$ cat config.mk
export PLATFORM = sky130hd
export DESIGN_NAME = stepgen_q_flat
export DESIGN_NICKNAME = d
export VERILOG_FILES = /design/src/rtl/stepgen_q_if.sv /design/src/rtl/stepgen_q.sv /design/src/flat_wrapper.sv
export SDC_FILE = /design/constraint.sdc
export NUM_CORES = 1
export LEC_CHECK = 0
export ABC_CLOCK_PERIOD_IN_PS = 7300
export BUFFER_PORTS_ARGS = -buffer_cell sky130_fd_sc_hd__buf_2
export CORE_UTILIZATION = 62
export CTS_BUF_LIST = sky130_fd_sc_hd__clkbuf_8
export DETAILED_ROUTE_END_ITERATION = 10
export PLACE_DENSITY = 0.88
export SYNTH_ARGS = -nofsm -noshare
export SYNTH_HDL_FRONTEND = slang
export SYNTH_SLANG_ARGS = --single-unit
$ cat constraint.sdc
create_clock -name clk -period 7.3 [get_ports clk]
set_input_delay 0.365 -clock clk [delete_from_list [all_inputs] [get_ports clk]]
set_output_delay 0.365 -clock clk [all_outputs]
set_load 0.01 [all_outputs]
$ cat src/rtl/stepgen_q_if.sv
// Register-file side of one stepgen_q axis: rate, timing and mode controls in,
// position/count readback and step/dir pins out.
interface stepgen_q_if #(
  parameter int W  = 12,
  parameter int F  = 10,
  parameter int T  = 5,
  parameter int TB = 2,
  parameter int C  = 16
);
  logic                enable;
  logic                qmode;
  logic signed [F:0]   velocity;
  logic [TB-1:0]       tap;
  logic [T-1:0]        steplen;
  logic [T-1:0]        stepspace;
  logic [T-1:0]        dirhold;
  logic [T-1:0]        dirsetup;
  logic                clear_err;
  logic [W+F-1:0]      position;
  logic [C-1:0]        count;
  logic                step;
  logic                dir;
  logic                busy;
  logic                overrun;
  logic [2:0]          fsm_state;

  modport master (
    output enable, qmode, velocity, tap, steplen, stepspace, dirhold, dirsetup, clear_err,
    input  position, count, step, dir, busy, overrun, fsm_state
  );

  modport slave (
    input  enable, qmode, velocity, tap, steplen, stepspace, dirhold, dirsetup, clear_err,
    output position, count, step, dir, busy, overrun, fsm_state
  );
endinterface

$ cat src/rtl/stepgen_q.sv
// Single-axis DDS step generator: accumulator bit toggles become step/dir pulses
// (or quadrature A/B) with programmable pulse, space, dir-hold and dir-setup times.
module stepgen_q #(
  parameter int W  = 12,
  parameter int F  = 10,
  parameter int T  = 5,
  parameter int TB = 2,
  parameter int C  = 16
) (
  input  logic       clk,
  input  logic       reset,
  stepgen_q_if.slave bus
);
  localparam int PW = W + F;
  localparam int IW = (PW > 1) ? $clog2(PW) : 1;

  typedef enum logic [2:0] {
    S_READY    = 3'd0,
    S_HIGH     = 3'd1,
    S_SPACE    = 3'd2,
    S_DIRHOLD  = 3'd3,
    S_DIRSETUP = 3'd4
  } state_t;

  state_t         state_q, state_d;
  logic [T-1:0]   timer_q, timer_d;
  logic           ones_q, ones_d;
  logic           pbit_q, pbit_d;
  logic           ddir_q, ddir_d;
  logic [1:0]     phase_q, phase_d;
  logic           step_q, step_d;
  logic [C-1:0]   count_q, count_d;
  logic [PW-1:0]  pos_q, pos_d;
  logic           ovr_q, ovr_d;

  logic [PW-1:0]  xvel;
  logic           dbit;
  logic           dir_pending;
  logic           vel_nz;
  logic           pbit;
  logic           ovr_set;
  logic [IW-1:0]  pidx;
  logic [1:0]     qbin;
  logic [1:0]     qbin_n;

  assign xvel        = {{(W-1){bus.velocity[F]}}, bus.velocity};
  assign dbit        = bus.velocity[F];
  assign dir_pending = (ddir_q != dbit);
  assign vel_nz      = |bus.velocity;

  // Tap selects position[F+tap]; taps past the top of the accumulator use the MSB.
  always_comb begin
    int idx;
    idx = F + int'(bus.tap);
    if (idx > PW - 1) idx = PW - 1;
    pidx = IW'(idx);
    pbit = pos_q[pidx];
  end

  // Quadrature phase walks the Gray sequence 00,01,11,10 via its binary index.
  assign qbin   = {phase_q[1], phase_q[1] ^ phase_q[0]};
  assign qbin_n = ddir_q ? (qbin - 2'd1) : (qbin + 2'd1);

  always_ff @(posedge clk or posedge reset) begin
    if (reset) begin
      state_q <= S_READY;
      timer_q <= '0;
      ones_q  <= 1'b0;
      pbit_q  <= 1'b0;
      ddir_q  <= 1'b0;
      phase_q <= 2'b00;
      step_q  <= 1'b0;
      count_q <= '0;
      pos_q   <= '0;
      ovr_q   <= 1'b0;
    end else begin
      state_q <= state_d;
      timer_q <= timer_d;
      ones_q  <= ones_d;
      pbit_q  <= pbit_d;
      ddir_q  <= ddir_d;
      phase_q <= phase_d;
      step_q  <= step_d;
      count_q <= count_d;
      pos_q   <= pos_d;
      ovr_q   <= ovr_d;
    end
  end

  always_comb begin
    state_d = state_q;
    timer_d = timer_q;
    ones_d  = ones_q;
    pbit_d  = pbit_q;
    ddir_d  = ddir_q;
    phase_d = phase_q;
    step_d  = step_q;
    count_d = count_q;
    pos_d   = pos_q;
    ovr_set = 1'b0;

    if (bus.enable) begin
      pbit_d = pbit;
      if (!dir_pending) pos_d = pos_q + xvel;
      // A pending toggle that is overtaken by another one before service is lost,
      // including the case where it flips back just as the FSM returns to READY.
      if ((pbit != pbit_q) && (pbit_q != ones_q)) ovr_set = 1'b1;

      case (state_q)
        S_READY: begin
          if (dir_pending && vel_nz) begin
            timer_d = bus.dirhold;
            state_d = S_DIRHOLD;
          end else if (pbit != ones_q) begin
            ones_d  = pbit;
            count_d = ddir_q ? (count_q - C'(1)) : (count_q + C'(1));
            if (!bus.qmode) begin
              step_d  = 1'b1;
              timer_d = bus.steplen;
              state_d = S_HIGH;
            end else begin
              phase_d = {qbin_n[1], qbin_n[1] ^ qbin_n[0]};
              timer_d = bus.stepspace;
              state_d = S_SPACE;
            end
          end
        end
        S_HIGH: begin
          if (timer_q == '0) begin
            step_d  = 1'b0;
            timer_d = bus.stepspace;
            state_d = S_SPACE;
          end else begin
            timer_d = timer_q - T'(1);
          end
        end
        S_SPACE: begin
          if (timer_q == '0) state_d = S_READY;
          else               timer_d = timer_q - T'(1);
        end
        S_DIRHOLD: begin
          if (timer_q == '0) begin
            ddir_d  = dbit;
            timer_d = bus.dirsetup;
            state_d = S_DIRSETUP;
          end else begin
            timer_d = timer_q - T'(1);
          end
        end
        S_DIRSETUP: begin
          if (timer_q == '0) state_d = S_READY;
          else               timer_d = timer_q - T'(1);
        end
        default: begin
          state_d = S_READY;
        end
      endcase
    end

    // Setting wins over a simultaneous clear so a fresh loss is never hidden.
    if (ovr_set)            ovr_d = 1'b1;
    else if (bus.clear_err) ovr_d = 1'b0;
    else                    ovr_d = ovr_q;
  end

  assign bus.position  = pos_q;
  assign bus.count     = count_q;
  assign bus.step      = bus.qmode ? phase_q[1] : step_q;
  assign bus.dir       = bus.qmode ? phase_q[0] : ddir_q;
  assign bus.busy      = (state_q != S_READY);
  assign bus.overrun   = ovr_q;
  assign bus.fsm_state = state_q;
endmodule

$ cat src/flat_wrapper.sv
// flat-port wrapper written by rule: the top's interface ports become plain ports
module stepgen_q_flat 
#(
  parameter int W  = 12,
  parameter int F  = 10,
  parameter int T  = 5,
  parameter int TB = 2,
  parameter int C  = 16
)
  (clk, reset, bus_enable, bus_qmode, bus_velocity, bus_tap, bus_steplen, bus_stepspace, bus_dirhold, bus_dirsetup, bus_clear_err, bus_position, bus_count, bus_step, bus_dir, bus_busy, bus_overrun, bus_fsm_state);
  stepgen_q_if #(.W(W), .F(F), .T(T), .TB(TB), .C(C)) bus_i ();
  input  logic clk;
  input  logic reset;
  input wire logic [$bits(bus_i.enable)-1:0] bus_enable;
  input wire logic [$bits(bus_i.qmode)-1:0] bus_qmode;
  input wire logic [$bits(bus_i.velocity)-1:0] bus_velocity;
  input wire logic [$bits(bus_i.tap)-1:0] bus_tap;
  input wire logic [$bits(bus_i.steplen)-1:0] bus_steplen;
  input wire logic [$bits(bus_i.stepspace)-1:0] bus_stepspace;
  input wire logic [$bits(bus_i.dirhold)-1:0] bus_dirhold;
  input wire logic [$bits(bus_i.dirsetup)-1:0] bus_dirsetup;
  input wire logic [$bits(bus_i.clear_err)-1:0] bus_clear_err;
  output wire logic [$bits(bus_i.position)-1:0] bus_position;
  output wire logic [$bits(bus_i.count)-1:0] bus_count;
  output wire logic [$bits(bus_i.step)-1:0] bus_step;
  output wire logic [$bits(bus_i.dir)-1:0] bus_dir;
  output wire logic [$bits(bus_i.busy)-1:0] bus_busy;
  output wire logic [$bits(bus_i.overrun)-1:0] bus_overrun;
  output wire logic [$bits(bus_i.fsm_state)-1:0] bus_fsm_state;
  assign bus_i.enable = bus_enable;
  assign bus_i.qmode = bus_qmode;
  assign bus_i.velocity = bus_velocity;
  assign bus_i.tap = bus_tap;
  assign bus_i.steplen = bus_steplen;
  assign bus_i.stepspace = bus_stepspace;
  assign bus_i.dirhold = bus_dirhold;
  assign bus_i.dirsetup = bus_dirsetup;
  assign bus_i.clear_err = bus_clear_err;
  assign bus_position = bus_i.position;
  assign bus_count = bus_i.count;
  assign bus_step = bus_i.step;
  assign bus_dir = bus_i.dir;
  assign bus_busy = bus_i.busy;
  assign bus_overrun = bus_i.overrun;
  assign bus_fsm_state = bus_i.fsm_state;
  stepgen_q #(.W(W), .F(F), .T(T), .TB(TB), .C(C)) u_core (.clk(clk), .reset(reset), .bus(bus_i));
endmodule
==> results.json <==
{
  "wl_per_cell_um": 14.91,
  "fin_ws_ps": 4154,
  "post_cts.repair.setup_buffers": 0,
  "rsz0062_at_grt": "false",
  "gp_congestion": 0.8799,
  "clk_pin_slew_ps": 90,
  "min_period_ps": 3146,
  "drc": 0,
  "p_leak_nw": 2.348,
  "std_cell_rows": 29,
  "combPwrFrac": 0.614,
  "die_w_um": 85.18,
  "syn_area_per_cell_um2": 8.647,
  "fin_util": 0.7442,
  "yosys_warnings": 0,
  "final_antenna_net_count": 0,
  "syn_nets": 572,
  "p_total_mw": 2.078,
  "cts_max_path_buffers": 2,
  "clock.fmax_ghz": 0.3179,
  "clock_power_share": 0.102,
  "grt_pass1_vias": 3809,
  "worst-r2r-cell-count": 4,
  "num_io_pins": 83,
  "grtUsageTotal": 0.2820,
  "vdd_drop_max_v": 0.0002281,
  "min_path_type": "input port to async pin",
  "holdBufCountCts": 0,
  "path_cells": "nor2b_1 > a21oi_2 > nand3_1 > o41ai_2",
  "switching_share": 0.4765,
  "clkSinkCount": 53,
  "worst_pin_slew_ps": 1045,
  "wl_mm": 9.649,
  "grt_pass1_wl_mm": 16.71,
  "slew_headroom": 0.3015,
  "reg2reg_to": "u_core.bus.count[13]$_DFFE_PP0P_",
  "synth_edf_count": 0,
  "r2r-start": "u_core.ddir_q$_DFFE_PP0P_",
  "drive_above_1_share": 0.2088,
  "start_kind": "register",
  "numCtsBuffers": 5,
  "crit_type": "register to register",
  "cts_tree": "yes",
  "critPathCaptureType": "register",
  "crit_required_ps": 7520,
  "syn_to_final_growth_pct": 12.69,
  "clockRootBuffer": "clkbuf_8",
  "async_flop_share": 1.000,
  "grt_overflow": 0,
  "path_max_fanout": 29,
  "p_int_mw": 1.088,
  "synth-seq-area-share": 0.3092,
  "cts.repair.resized": 0,
  "synth_largest_area_cell": "dfrtp_1",
  "critPathMaxStageDelay_ps": 900,
  "clkLatencyLatePin_ps": 320,
  "antenna_found_initial": 0,
  "vias_per_cell": 6.062,
  "grt_max_degree": 54,
  "seqPwrFrac": 0.284,
  "drv_slew": 0,
  "start_util": 0.6604,
  "num_vias": 3922,
  "dr.pass1.iters": 5,
  "rrSetupSlack_ps": 4150,
  "ys.flop_type": "dfrtp_1",
  "slowest_stage": "dfrtp_1",
  "status": "complete, no violations",
  "dieArea_mm2": 0.007255,
  "cts_max_level": 2,
  "dpl.hpwl_mm": 7.222,
  "fp.dieH_um": 85.18,
  "drv_cap": 0,
  "critPathArrivalTime_ps": 3360,
  "synthTopCellsByArea": "dfrtp_1 31%, ha_1 11%, nand2_1 5.5%",
  "fin_worst_skew_ps": 11.06,
  "syn-cell-area_mm2": 0.004289,
  "fin_setup_tns_ps": 0,
  "core_mm2": 0.006495,
  "final-setup-viol-count": 0,
  "layout.nets": 645,
  "min_period_over_period": 0.4309,
  "syn_inst": 496,
  "io_buffers": 82,
  "dp_worst_setup_slack_ps": 4141,
  "ys_ff_latch": 53,
  "p_switching_uw": 990.5,
  "pwr_density_cell_mw_per_mm2": 430.0,
  "drt_iter0_markers": 243,
  "hold_viol": 0,
  "ys_types": 62,
  "antenna_cells": 0,
  "synth_top_area_share": 0.3092
}
-- state kept, by name (all words and copies together) (netlist names) --
register              count
u_core.ones_q             1
u_core.timer_q            5
u_core.step_q             1
u_core.bus.overrun        1
u_core.ddir_q             1
u_core.phase_q            2
u_core.bus.position      22
u_core.pbit_q             1
u_core.bus.fsm_state      3
u_core.bus.count         16
-- cell usage after synthesis, types with 3 or more instances --
| library cell | instances |
|---|---|
| a211oi_1 | 11 |
| a21o_1 | 13 |
| a21oi_1 | 29 |
| a21oi_2 | 4 |
| a22o_1 | 4 |
| buf_2 | 6 |
| buf_4 | 3 |
| clkbuf_1 | 8 |
| dfrtp_1 | 53 |
| ha_1 | 36 |
| inv_1 | 20 |
| mux2_2 | 6 |
| mux2i_1 | 8 |
| nand2_1 | 63 |
| nand2b_1 | 3 |
| nand3_1 | 14 |
| nand4_1 | 6 |
| nor2_1 | 33 |
| nor2b_1 | 6 |
| nor3_1 | 4 |
| nor3b_1 | 3 |
| nor4_1 | 4 |
| o21a_1 | 6 |
| o21ai_0 | 37 |
| o21ai_1 | 27 |
| o21bai_1 | 8 |
| o22ai_1 | 4 |
| o31ai_1 | 5 |
| o41ai_2 | 3 |
| xnor2_1 | 17 |
| xor2_1 | 16 |
-- how the worst max path moves through the flow --
stage                                    from  cells past startpoint                          endpoint  slack [ps]
finish              u_core.ddir_q$_DFFE_PP0P_                      4  u_core.bus.count[13]$_DFFE_PP0P_        4150
global route        u_core.ddir_q$_DFFE_PP0P_                      4  u_core.bus.count[13]$_DFFE_PP0P_        3830
CTS                 u_core.ddir_q$_DFFE_PP0P_                      4  u_core.bus.count[13]$_DFFE_PP0P_        4150
detailed placement            bus_velocity[5]                      6  u_core.bus.count[13]$_DFFE_PP0P_        4140
global placement              bus_velocity[1]                      6  u_core.bus.count[13]$_DFFE_PP0P_        4220
floorplan           u_core.ddir_q$_DFFE_PP0P_                      8  u_core.bus.count[15]$_DFFE_PP0P_        4980
-- per-stage QoR --
step	hold WS [ps]	std cells	area, µm²
after floorplan	472.3	496	4289
after global placement	452.7	639	4717
after detailed placement	457.9	639	4717
after CTS	243.6	647	4833
after global routing	239.9	647	4833
final	219.4	647	4833
-- power groups by stage --
stage,Combinational [mW],Sequential (mW),Clock (mW)
floorplan,0.948,0.593,0
global placement,1.21,0.584,0
detailed placement,1.26,0.594,0
CTS,1.27,0.588,0.215
global route,1.43,0.610,0.225
finish,1.28,0.590,0.212
-- layout make-up --
type / instances / area (µm²)
multi-input cells: 405 / 2794
fillers: 479 / 1662
flip-flops and latches: 53 / 1326
repair buffers: 84 / 425.4
well taps: 77 / 96.34
clock buffers: 6 / 82.58
inverters: 20 / 75.07
clock inverters: 2 / 33.78
-- worst max-delay path: cells and delay by family, from the launching register on --
kind	cells	cell delay [ps]
compound gates	2	1070
flops	1	900
simple gates	2	1070
-- kinds of logic (layout without fill, tap and decap cells) --
family	count (synthesis)	after routing	share of synthesized area
AO/OA/AOI/OAI	170	170	0.2625
adder cells (fa/ha/maj)	38	38	0.1144
multiplexers	15	15	0.03967
XOR/XNOR	34	34	0.07118
buffers and inverters	38	112	0.03938
flip-flops	53	53	0.3092
AND/OR/NAND/NOR	148	148	0.1637
-- routing by layer --
layer	global-route usage	part of all wire
met1	0.3587	0.44
met2	0.4883	0.50
met3	0.03502	0.039
met4	0.1125	0.022
met5	0	0
-- cell usage in the layout, fill, tap and decap left out, drive strengths merged, types with 7 or more instances in the layout --
| cell type | Yosys | routed |
|---|---|---|
| ha | 36 | 36 |
| a211oi | 13 | 13 |
| buf | 10 | 84 |
| mux2i | 8 | 8 |
| a21oi | 34 | 34 |
| o21bai | 8 | 8 |
| dfrtp | 53 | 53 |
| xor2 | 17 | 17 |
| o31ai | 7 | 7 |
| nand3 | 14 | 14 |
| nor2 | 33 | 33 |
| xnor2 | 17 | 17 |
| nand2 | 63 | 63 |
| inv | 20 | 21 |
| o21ai | 65 | 65 |
| a21o | 14 | 14 |
(Power assumes the default switching activity.)
